==> src/rtl/alu_pkg.sv <==
// Shared ALU definitions: sequencer state encoding, datapath defaults and
// the condition-code bit order used by the CC register.
package alu_pkg;

    localparam int ALU_WIDTH = 64;
    localparam int ALU_CHUNK = 8;

    typedef enum logic [1:0] {
        IDLE = 2'b00,
        BUSY = 2'b01,
        DONE = 2'b10
    } state_t;

    // Packed so the CC register sees {zf, sf, of} from MSB to LSB.
    typedef struct packed {
        logic zf;
        logic sf;
        logic of;
    } cc_t;

    function automatic int nchunk(input int width, input int chunk);
        return width / chunk;
    endfunction

endpackage

==> src/rtl/sub_chunk.sv <==
// CHUNK-bit ripple adder slice built from xor/and/or full-adder cells;
// fed with the inverted subtrahend it performs one slice of a - b.
module sub_chunk #(
    parameter int CHUNK = 8
) (
    input  logic [CHUNK-1:0] a_i,
    input  logic [CHUNK-1:0] nb_i,
    input  logic             cin,
    output logic [CHUNK-1:0] sum,
    output logic             cout
);

    logic [CHUNK:0] c;

    assign c[0] = cin;

    for (genvar i = 0; i < CHUNK; i++) begin : g_fa
        assign sum[i]   = a_i[i] ^ nb_i[i] ^ c[i];
        assign c[i+1]   = (a_i[i] & nb_i[i]) | (c[i] & (a_i[i] ^ nb_i[i]));
    end

    assign cout = c[CHUNK];

endmodule

==> src/rtl/seq_sub64.sv <==
// Multi-cycle chunked subtractor y = a - b with Y86 condition codes and
// borrow; one CHUNK-bit slice is resolved per BUSY cycle.
module seq_sub64
    import alu_pkg::*;
#(
    parameter int WIDTH = ALU_WIDTH,
    parameter int CHUNK = ALU_CHUNK
) (
    input  logic             clk,
    input  logic             rst_n,
    input  logic             in_valid,
    output logic             in_ready,
    input  logic [WIDTH-1:0] a,
    input  logic [WIDTH-1:0] b,
    output logic             out_valid,
    input  logic             out_ready,
    output logic [WIDTH-1:0] y,
    output logic             zf,
    output logic             sf,
    output logic             of,
    output logic             borrow
);

    localparam int NCHUNK = nchunk(WIDTH, CHUNK);
    localparam int CW     = $clog2(NCHUNK) + 1;

    // Handshake: a transfer happens on a rising edge where valid && ready are
    // both high; in_ready is high only in IDLE, out_valid holds in DONE until
    // out_ready, and the payload stays stable while valid is waiting.
    state_t            state;
    logic [WIDTH-1:0]  a_q;
    logic [WIDTH-1:0]  nb_q;
    logic [WIDTH-1:0]  y_q;
    logic              a_sign;
    logic              b_sign;
    logic              carry;
    logic [CW-1:0]     cnt;
    cc_t               cc_q;
    logic              borrow_q;
    logic              out_valid_q;

    logic [CHUNK-1:0]  sum;
    logic              cout;
    logic [WIDTH-1:0]  y_next;
    logic              last_chunk;

    sub_chunk #(.CHUNK(CHUNK)) u_chunk (
        .a_i  (a_q[CHUNK-1:0]),
        .nb_i (nb_q[CHUNK-1:0]),
        .cin  (carry),
        .sum  (sum),
        .cout (cout)
    );

    // Operands shift down one slice per cycle while results shift in from
    // the top, so after NCHUNK cycles slice k sits at y[k*CHUNK +: CHUNK].
    assign y_next     = {sum, y_q[WIDTH-1:CHUNK]};
    assign last_chunk = (cnt == CW'(NCHUNK - 1));

    always_ff @(posedge clk or negedge rst_n) begin
        if (!rst_n) begin
            state       <= IDLE;
            a_q         <= '0;
            nb_q        <= '0;
            y_q         <= '0;
            a_sign      <= 1'b0;
            b_sign      <= 1'b0;
            carry       <= 1'b0;
            cnt         <= '0;
            cc_q        <= '0;
            borrow_q    <= 1'b0;
            out_valid_q <= 1'b0;
        end else begin
            case (state)
                IDLE: begin
                    if (in_valid) begin
                        a_q    <= a;
                        nb_q   <= ~b;
                        a_sign <= a[WIDTH-1];
                        b_sign <= b[WIDTH-1];
                        carry  <= 1'b1;
                        cnt    <= '0;
                        state  <= BUSY;
                    end
                end
                BUSY: begin
                    a_q   <= a_q >> CHUNK;
                    nb_q  <= nb_q >> CHUNK;
                    y_q   <= y_next;
                    carry <= cout;
                    cnt   <= cnt + CW'(1);
                    if (last_chunk) begin
                        state       <= DONE;
                        out_valid_q <= 1'b1;
                        cc_q.zf     <= (y_next == '0);
                        cc_q.sf     <= y_next[WIDTH-1];
                        cc_q.of     <= (a_sign != b_sign) && (y_next[WIDTH-1] != a_sign);
                        borrow_q    <= ~cout;
                    end
                end
                DONE: begin
                    if (out_ready) begin
                        out_valid_q <= 1'b0;
                        state       <= IDLE;
                    end
                end
                default: state <= IDLE;
            endcase
        end
    end

    assign in_ready  = (state == IDLE);
    assign out_valid = out_valid_q;
    assign y         = y_q;
    assign zf        = cc_q.zf;
    assign sf        = cc_q.sf;
    assign of        = cc_q.of;
    assign borrow    = borrow_q;

endmodule

==> config.mk <==
export PLATFORM = sky130hd
export DESIGN_NAME = seq_sub64
export DESIGN_NICKNAME = d
export VERILOG_FILES = /design/src/rtl/alu_pkg.sv /design/src/rtl/sub_chunk.sv /design/src/rtl/seq_sub64.sv
export SDC_FILE = /design/constraint.sdc
export NUM_CORES = 1
export LEC_CHECK = 0
export BUFFER_PORTS_ARGS = -buffer_cell sky130_fd_sc_hd__buf_2
export CELL_PAD_IN_SITES_DETAIL_PLACEMENT = 0
export CELL_PAD_IN_SITES_GLOBAL_PLACEMENT = 1
export CORE_UTILIZATION = 36
export DETAILED_ROUTE_END_ITERATION = 10
export PLACE_DENSITY = 0.78
export SLEW_MARGIN = 20
export SYNTH_ARGS = -nofsm -noshare
export SYNTH_HDL_FRONTEND = slang
export SYNTH_SLANG_ARGS = --single-unit
==> constraint.sdc <==
create_clock -name clk -period 4 [get_ports clk]
set_input_delay 0.2 -clock clk [delete_from_list [all_inputs] [get_ports clk]]
set_output_delay 0.2 -clock clk [all_outputs]
set_load 0.05 [all_outputs]
======== After elaboration in Yosys (flattened, before gate mapping) ========
Index checks and enable logic that the tools add are counted.
word-level totals
  bits of input ports ..................... 132
  output and inout port bits .............. 70
  logic and storage cells ................. 89
  register bits after elaboration ......... 206
operators by class
  bitwise operators ....................... 42
  reductions and logical operators ........ 10
  equal/unequal tests ..................... 8
  add/sub/neg operators ................... 1
  multiplexer cells ....................... 15
operator list
  kind                 count
  $pmux 64 s2          2
  $mux 64              2
  $logic_not 64->1     1
  $not 64->64          1
  $and 1x1->1          16
  $xor 1x1->1          16
  $or 1x1->1           8
  $pmux 4 s2           1
  $mux 2               3
  $ne 2x2->1 const B   3
  $pmux 2 s3           1
  $reduce_and 2->1     3
  $reduce_and 3->1     2
  $add 4x1->4 const B  1
  $eq 4x3->1 const B   1
  $mux 4               1
  $pmux 1 s2           2
  $reduce_bool 2->1    2
  $mux 1               3
  $eq 2x1->1 const B   1
  $eq 2x2->1 const B   1
  $logic_not 2->1      1
  $ne 1x1->1           2
  $logic_and 1x1->1    1
  $not 1->1            1

======== Depth between registers and ports, before layout ========
  word-level depth ........................ 18
  gate-level depth with buffers ........... 14
  mapped depth without buffers ............ 14

======== Cells and area by module ========
A second synthesis with hierarchy kept.
unflattened totals
  cell total of the unflattened synthesis .. 1,049
  area total of the unflattened synthesis .. 9,021.2 um^2
by module, submodules not included
  module     instances  area each (um^2)  sequential area each (um^2)  cells an instance
  seq_sub64  1          8,823.5           5,154.9                      1,031
  sub_chunk  1          197.7             0.0                          18

======== Worst setup path after synthesis ========
OpenSTA, ideal clock, no wires.
  path kind ............................... register to register
  from .................................... register a_q[0]
  to ...................................... register zf (netlist name)
  library setup time ...................... 83 ps
  stages on the path, launching flop included .. 15
  arrival ................................. 4,257 ps
  clock period less this slack ............ 4,340 ps
  data required time ...................... 3,917 ps
  slack ................................... -340 ps
  path buffers ............................ 0
  cells stage by stage .................... dfrtp_1 -> fa_1 -> fa_1 -> fa_1 -> fa_1 -> inv_1 -> fa_1 -> inv_1 -> fa_1 -> fa_1 -> fa_1 -> nor4_1 -> nand4_1 -> or4_1 -> o21ai_0
on the way
  word-level cells in the longest chain between the ends .. 17
  elaborated cells between the ends (all ways) .. 25
  classes of those cells .................. 24 x bitwise; 1 x reduce/logical
RTL lines
  what                    RTL line         text
  from (decl)             seq_sub64.sv:31  logic [WIDTH-1:0] a_q;
  from (signal assigned)  seq_sub64.sv:87  a_q <= a_q >> CHUNK;
  $xor 1x1->1             sub_chunk.sv:19  assign c[i+1] = (a_i[i] & nb_i[i]) | (c[i] & (a_i[i] ^ nb_i[i]));
  $and 1x1->1             sub_chunk.sv:19
  $or 1x1->1 *            sub_chunk.sv:19
  $and 1x1->1 *           sub_chunk.sv:19
  $or 1x1->1 *            sub_chunk.sv:19
  $and 1x1->1 *           sub_chunk.sv:19
  $or 1x1->1 *            sub_chunk.sv:19
  $and 1x1->1 *           sub_chunk.sv:19
  (+2 left out)           n/a
  $or 1x1->1 *            sub_chunk.sv:19
  $and 1x1->1 *           sub_chunk.sv:19
  $or 1x1->1 *            sub_chunk.sv:19
  $and 1x1->1 *           sub_chunk.sv:19
  $or 1x1->1 *            sub_chunk.sv:19
  $xor 1x1->1 *           sub_chunk.sv:18  assign sum[i] = a_i[i] ^ nb_i[i] ^ c[i];
  via sum[7]              seq_sub64.sv:42  logic [CHUNK-1:0] sum;
  $logic_not 64->1 *      seq_sub64.sv:95  cc_q.zf <= (y_next == '0);
Mark *: on every way through the listed nets, which the timed path passes. The rest lies on a longest branch.
A chain may end at the register's enable or synchronous reset.

======== Final worst setup path ========
  from .................................... register carry
  to ...................................... register zf (netlist name)
on the way
  word-level cells in the longest chain between the ends .. 16
  elaborated cells between the ends (all ways) .. 23
  classes of those cells .................. 22 x bitwise; 1 x reduce/logical
RTL lines
  what                    RTL line         text
  from (decl)             seq_sub64.sv:36  logic carry;
  from (signal assigned)  seq_sub64.sv:90  carry <= cout;
  $and 1x1->1             sub_chunk.sv:19
  $or 1x1->1              sub_chunk.sv:19
  $and 1x1->1             sub_chunk.sv:19
  $or 1x1->1              sub_chunk.sv:19
  $and 1x1->1             sub_chunk.sv:19
  $or 1x1->1              sub_chunk.sv:19
  $and 1x1->1             sub_chunk.sv:19
  $or 1x1->1              sub_chunk.sv:19
  $and 1x1->1             sub_chunk.sv:19
  $or 1x1->1              sub_chunk.sv:19
  $and 1x1->1             sub_chunk.sv:19
  $or 1x1->1              sub_chunk.sv:19
  $and 1x1->1             sub_chunk.sv:19
  $or 1x1->1              sub_chunk.sv:19
  $xor 1x1->1             sub_chunk.sv:18
  via sum[7]              seq_sub64.sv:42
  $logic_not 64->1        seq_sub64.sv:95
The timed path passes the listed nets, and every way through them passes these cells.

==> impl_results.md <==
* Area grow syn2layout at 31.6%
* FILL cells at 2387
* Initial cell density of the core at 0.368
* DRC errors left at 0
* Synth Cell Area at slightly below 9000 µm²
* CTS H-tree lvls at 1
* Number of global-route vias before repair at 7867
* CTS tree: yes
* Hold Startpoint: b[50]
* Static Leakage at between 0.005 and 0.006 µW
* Top FF cell, synth: dfrtp_1
* Tmin final at 4.31 ns
* Max VDD drop at between 0.4 and 0.5 mV
* Crit-path cells: fa_2 > fa_2 > fa_2 > fa_2 > inv_2 > fa_1 > inv_1 > fa_2 > fa_2 > fa_1 > nor4_1 > nand4_1 > or4_4 > o21ai_2
* Worst r2r src: carry$_DFFE_PN0P_
* Crit path DAT at 4.75 ns
* Synthesis Warnings at 0
* Slew margin rel. at 0.404
* Number of cells on the critical path at 14
* Seq/Total Area, Yosys at 0.576
* Total grt overflow at 0
* CTS root buf: clkbuf_16
* Pre-Repair DR Iteration Count at 5
* Share of cells above drive strength 1 at 0.204
* Max-cap viol count at 0
* Failing checks: setup timing
* Asr flop ratio synth at 1.00
* Multiplexer share of the synthesized area at 0.00126
* Post-route cell area at 11800 µm²
* CP Buf/Inv Count at 2
* Clock Path Buffers at 3
* Post-Synth Simple-Gate Area at 0.258
* Slowest stage delay, CP at 0.47 ns
* Net count after synthesis at 1178
* Synth Instances at 1037
* Worst Skew at 0.0106 ns
* CTS Buf Count at 24
* Vias at 7955
* FMAX at ~230 MHz
* Die W at 160 µm
* Critical Path Start Type: flip-flop
* Slew Viols, Final at 0
* Clk_lat worst skew at 0.51 ns
* Die area at roughly 25000 µm²
* Req. time, crit path at 4.44 ns
* Outcome: finished with violations
* Hold Fails Final Rpt at 0
* Hold depth at 4
* Nets at 1430
* Port bufs at 201
* Slack of the critical path at -0.310 ns
* Least-Margin Pin Slew at 0.894 ns
* Setup tns final at -0.310 ns
* Gpl congestion at 0.863
* Inst Count DP at 1508
* Boundary Pins at roughly 200
* Post-DP Area at 10200 µm²
* FF-to-FF setup slack at -0.31 ns
* Post-synthesis xor/xnor area fraction at 0
* Total GRT Usage at 0.197
* Area share of fa/ha/maj cells after synthesis at 0.0193
* R2R Path End: zf$_DFFE_PN0P_
* Post-Route WL at around 25000 µm
* First-pass GRT wire length at 40700 µm
* Multi-input gate area at 3490 µm²
* Row cnt at 57
* Syn_area_per_cell at 8.63 µm²
* Slowest cell on crit path: fa_1
* DRT iter0 DRCs at 542
* CTS clk-pin slew, worst paths at 0.06 ns
* #FFs+latches synth at between 200 and 250
* CP Max Fanout at 2
* Hold EP: nb_q[50]$_DFFE_PN0P_
* Sink Count at 206
* FF+latch area at 5150 µm²
* Die Ht at 160 µm
* Post-route ant nets at 0
* CP top delay family: adder cells
* Final total power at 10300 µW
* Final setup fails at 1
* DR WL/cell at 15.2 µm
* Critical path class: reg -> reg
* Core area at about 24000 µm²
* Post-DP HPWL at 15800 µm
* Synth unique cells at 26
* Final period utilization at 1.08
* Largest family of logic cells by synthesized area: simple AND/OR/NAND/NOR gates
* Largest net degree at the start of global routing at 118
* Vias per inst at 4.89
* Cell Count, Final, Fillers Out at 1626
* Crit end category: flip-flop
* Compound-Gate Fraction of Synth Area at 0.106
* RSZ-0062 raised after global routing: yes
* Initial antenna violation count at 1
* Reg2Reg Depth at 14
* Worst path most repeated cell: fa_2
* Class of the worst hold path: in -> reg
* EDFF count, synth at 0
* Power Dens Cells at 878 nW/µm²
per-stage QoR:
| step | setup WS (ns) | utilization | hold WS (ns) |
|---|---|---|---|
| after global routing | -0.464 | 0.484 | 0.0264 |
| final | -0.310 | 0.484 | 0.0237 |
| after detailed placement | -0.295 | 0.420 | 0.349 |
| after CTS | -0.283 | 0.484 | 0.00206 |
| after global placement | -0.190 | 0.420 | 0.358 |
| after floorplan | -0.113 | - | -0.0956 |
kinds of logic (layout without fill, tap and decap cells):
kind of cell / Yosys count / count (layout)
AND/OR/NAND/NOR: 588 / 588
flip-flops: 206 / 206
AO/OA/AOI/OAI: 157 / 157
buffers and inverters: 76 / 340
adder cells (fa/ha/maj): 9 / 9
multiplexers: 1 / 1
other: 0 / 1
worst reg2reg max path, stage by stage, from the launching register on:
cell     delay, ns
dfrtp_1       0.41
fa_2          0.40
fa_2          0.36
fa_2          0.36
fa_2          0.35
inv_2         0.06
fa_1          0.14
inv_1         0.05
fa_2          0.34
fa_2          0.36
fa_1          0.47
nor4_1        0.24
nand4_1       0.14
or4_4         0.44
o21ai_2       0.12
worst max path at each step:
| stage | start | slack, ns | to |
|---|---|---|---|
| floorplan | carry$_DFFE_PN0P_ | -0.11 | zf$_DFFE_PN0P_ |
| global placement | carry$_DFFE_PN0P_ | -0.19 | zf$_DFFE_PN0P_ |
| detailed placement | carry$_DFFE_PN0P_ | -0.30 | zf$_DFFE_PN0P_ |
| CTS | carry$_DFFE_PN0P_ | -0.28 | zf$_DFFE_PN0P_ |
| global route | carry$_DFFE_PN0P_ | -0.46 | zf$_DFFE_PN0P_ |
| finish | carry$_DFFE_PN0P_ | -0.31 | zf$_DFFE_PN0P_ |
final cells by class:
type,count,share of cell area
Sequential cell,206,0.438
Multi-Input combinational cell,755,0.296
Timing Repair Buffer,297,0.166
Clock buffer,35,0.0605
Tap cell,324,0.0344
Clock inverter,3,0.00340
Inverter,5,0.00159
Antenna cell,1,0.000212
placed cells by master, fill, tap and decap left out, types with 2 or more instances in the layout:
cell type and instances:
clkbuf_8 5, inv_1 4, nor2_1 188, nand4_1 5
fa_1 2, nor4_1 15, fa_2 6, a31oi_1 57
clkbuf_16 25, nand2_1 357, buf_4 16, buf_12 2
dfrtp_1 206, clkbuf_1 5, o21ai_0 39, dlygate4sd3_1 78
a21oi_1 24, buf_2 200, a211oi_1 35, clkinv_2 2
nand3_1 16
layer usage:
metal | GRT usage | vias to the layer above | part of all wire
met5 | 0 | - | 0
met4 | 0.0577 | 0 | 0.024
met2 | 0.325 | 213 | 0.48
met1 | 0.267 | 3786 | 0.45
met3 | 0.0330 | 50 | 0.049
li1 | - | 3906 | -
flip-flops by register name (all words and copies together) (netlist names):
| name | cells |
|---|---|
| out_valid | 1 |
| b_sign | 1 |
| carry | 1 |
| zf | 1 |
| nb_q | 64 |
| state | 2 |
| a_sign | 1 |
| a_q | 64 |
| borrow | 1 |
| y | 64 |
| cnt | 4 |
| of | 1 |
| sf | 1 |
where the power goes:
part / total, µW / internal, µW / switching (µW)
clock: 2110 / 1280 / 827
combinational: 4480 / 1390 / 3090
sequential: 3760 / 3030 / 734
total: 10300 / 5690 / 4650
synthesized netlist by cell type, drive strengths merged (5+ instances only):
| library cell | instances | share of area |
|---|---|---|
| inv | 5 | 0.0021 |
| fa | 8 | 0.018 |
| nand2 | 357 | 0.15 |
| nand3 | 16 | 0.0089 |
| o21ai | 40 | 0.022 |
| nor4 | 15 | 0.010 |
| dfrtp | 206 | 0.58 |
| clkbuf | 34 | 0.014 |
| a21oi | 24 | 0.013 |
| a211oi | 35 | 0.029 |
| a31oi | 57 | 0.040 |
| buf | 37 | 0.023 |
| nand4 | 5 | 0.0035 |
| nor2 | 188 | 0.079 |
timing repair:
action	in CTS	in global routing
setup endpoints to repair	1	3
resized for setup	2	2
hold endpoints to repair	193	0
setup buffers	0	1
pin swaps	0	2
hold buffers	78	0
(Power assumes the default switching activity.)
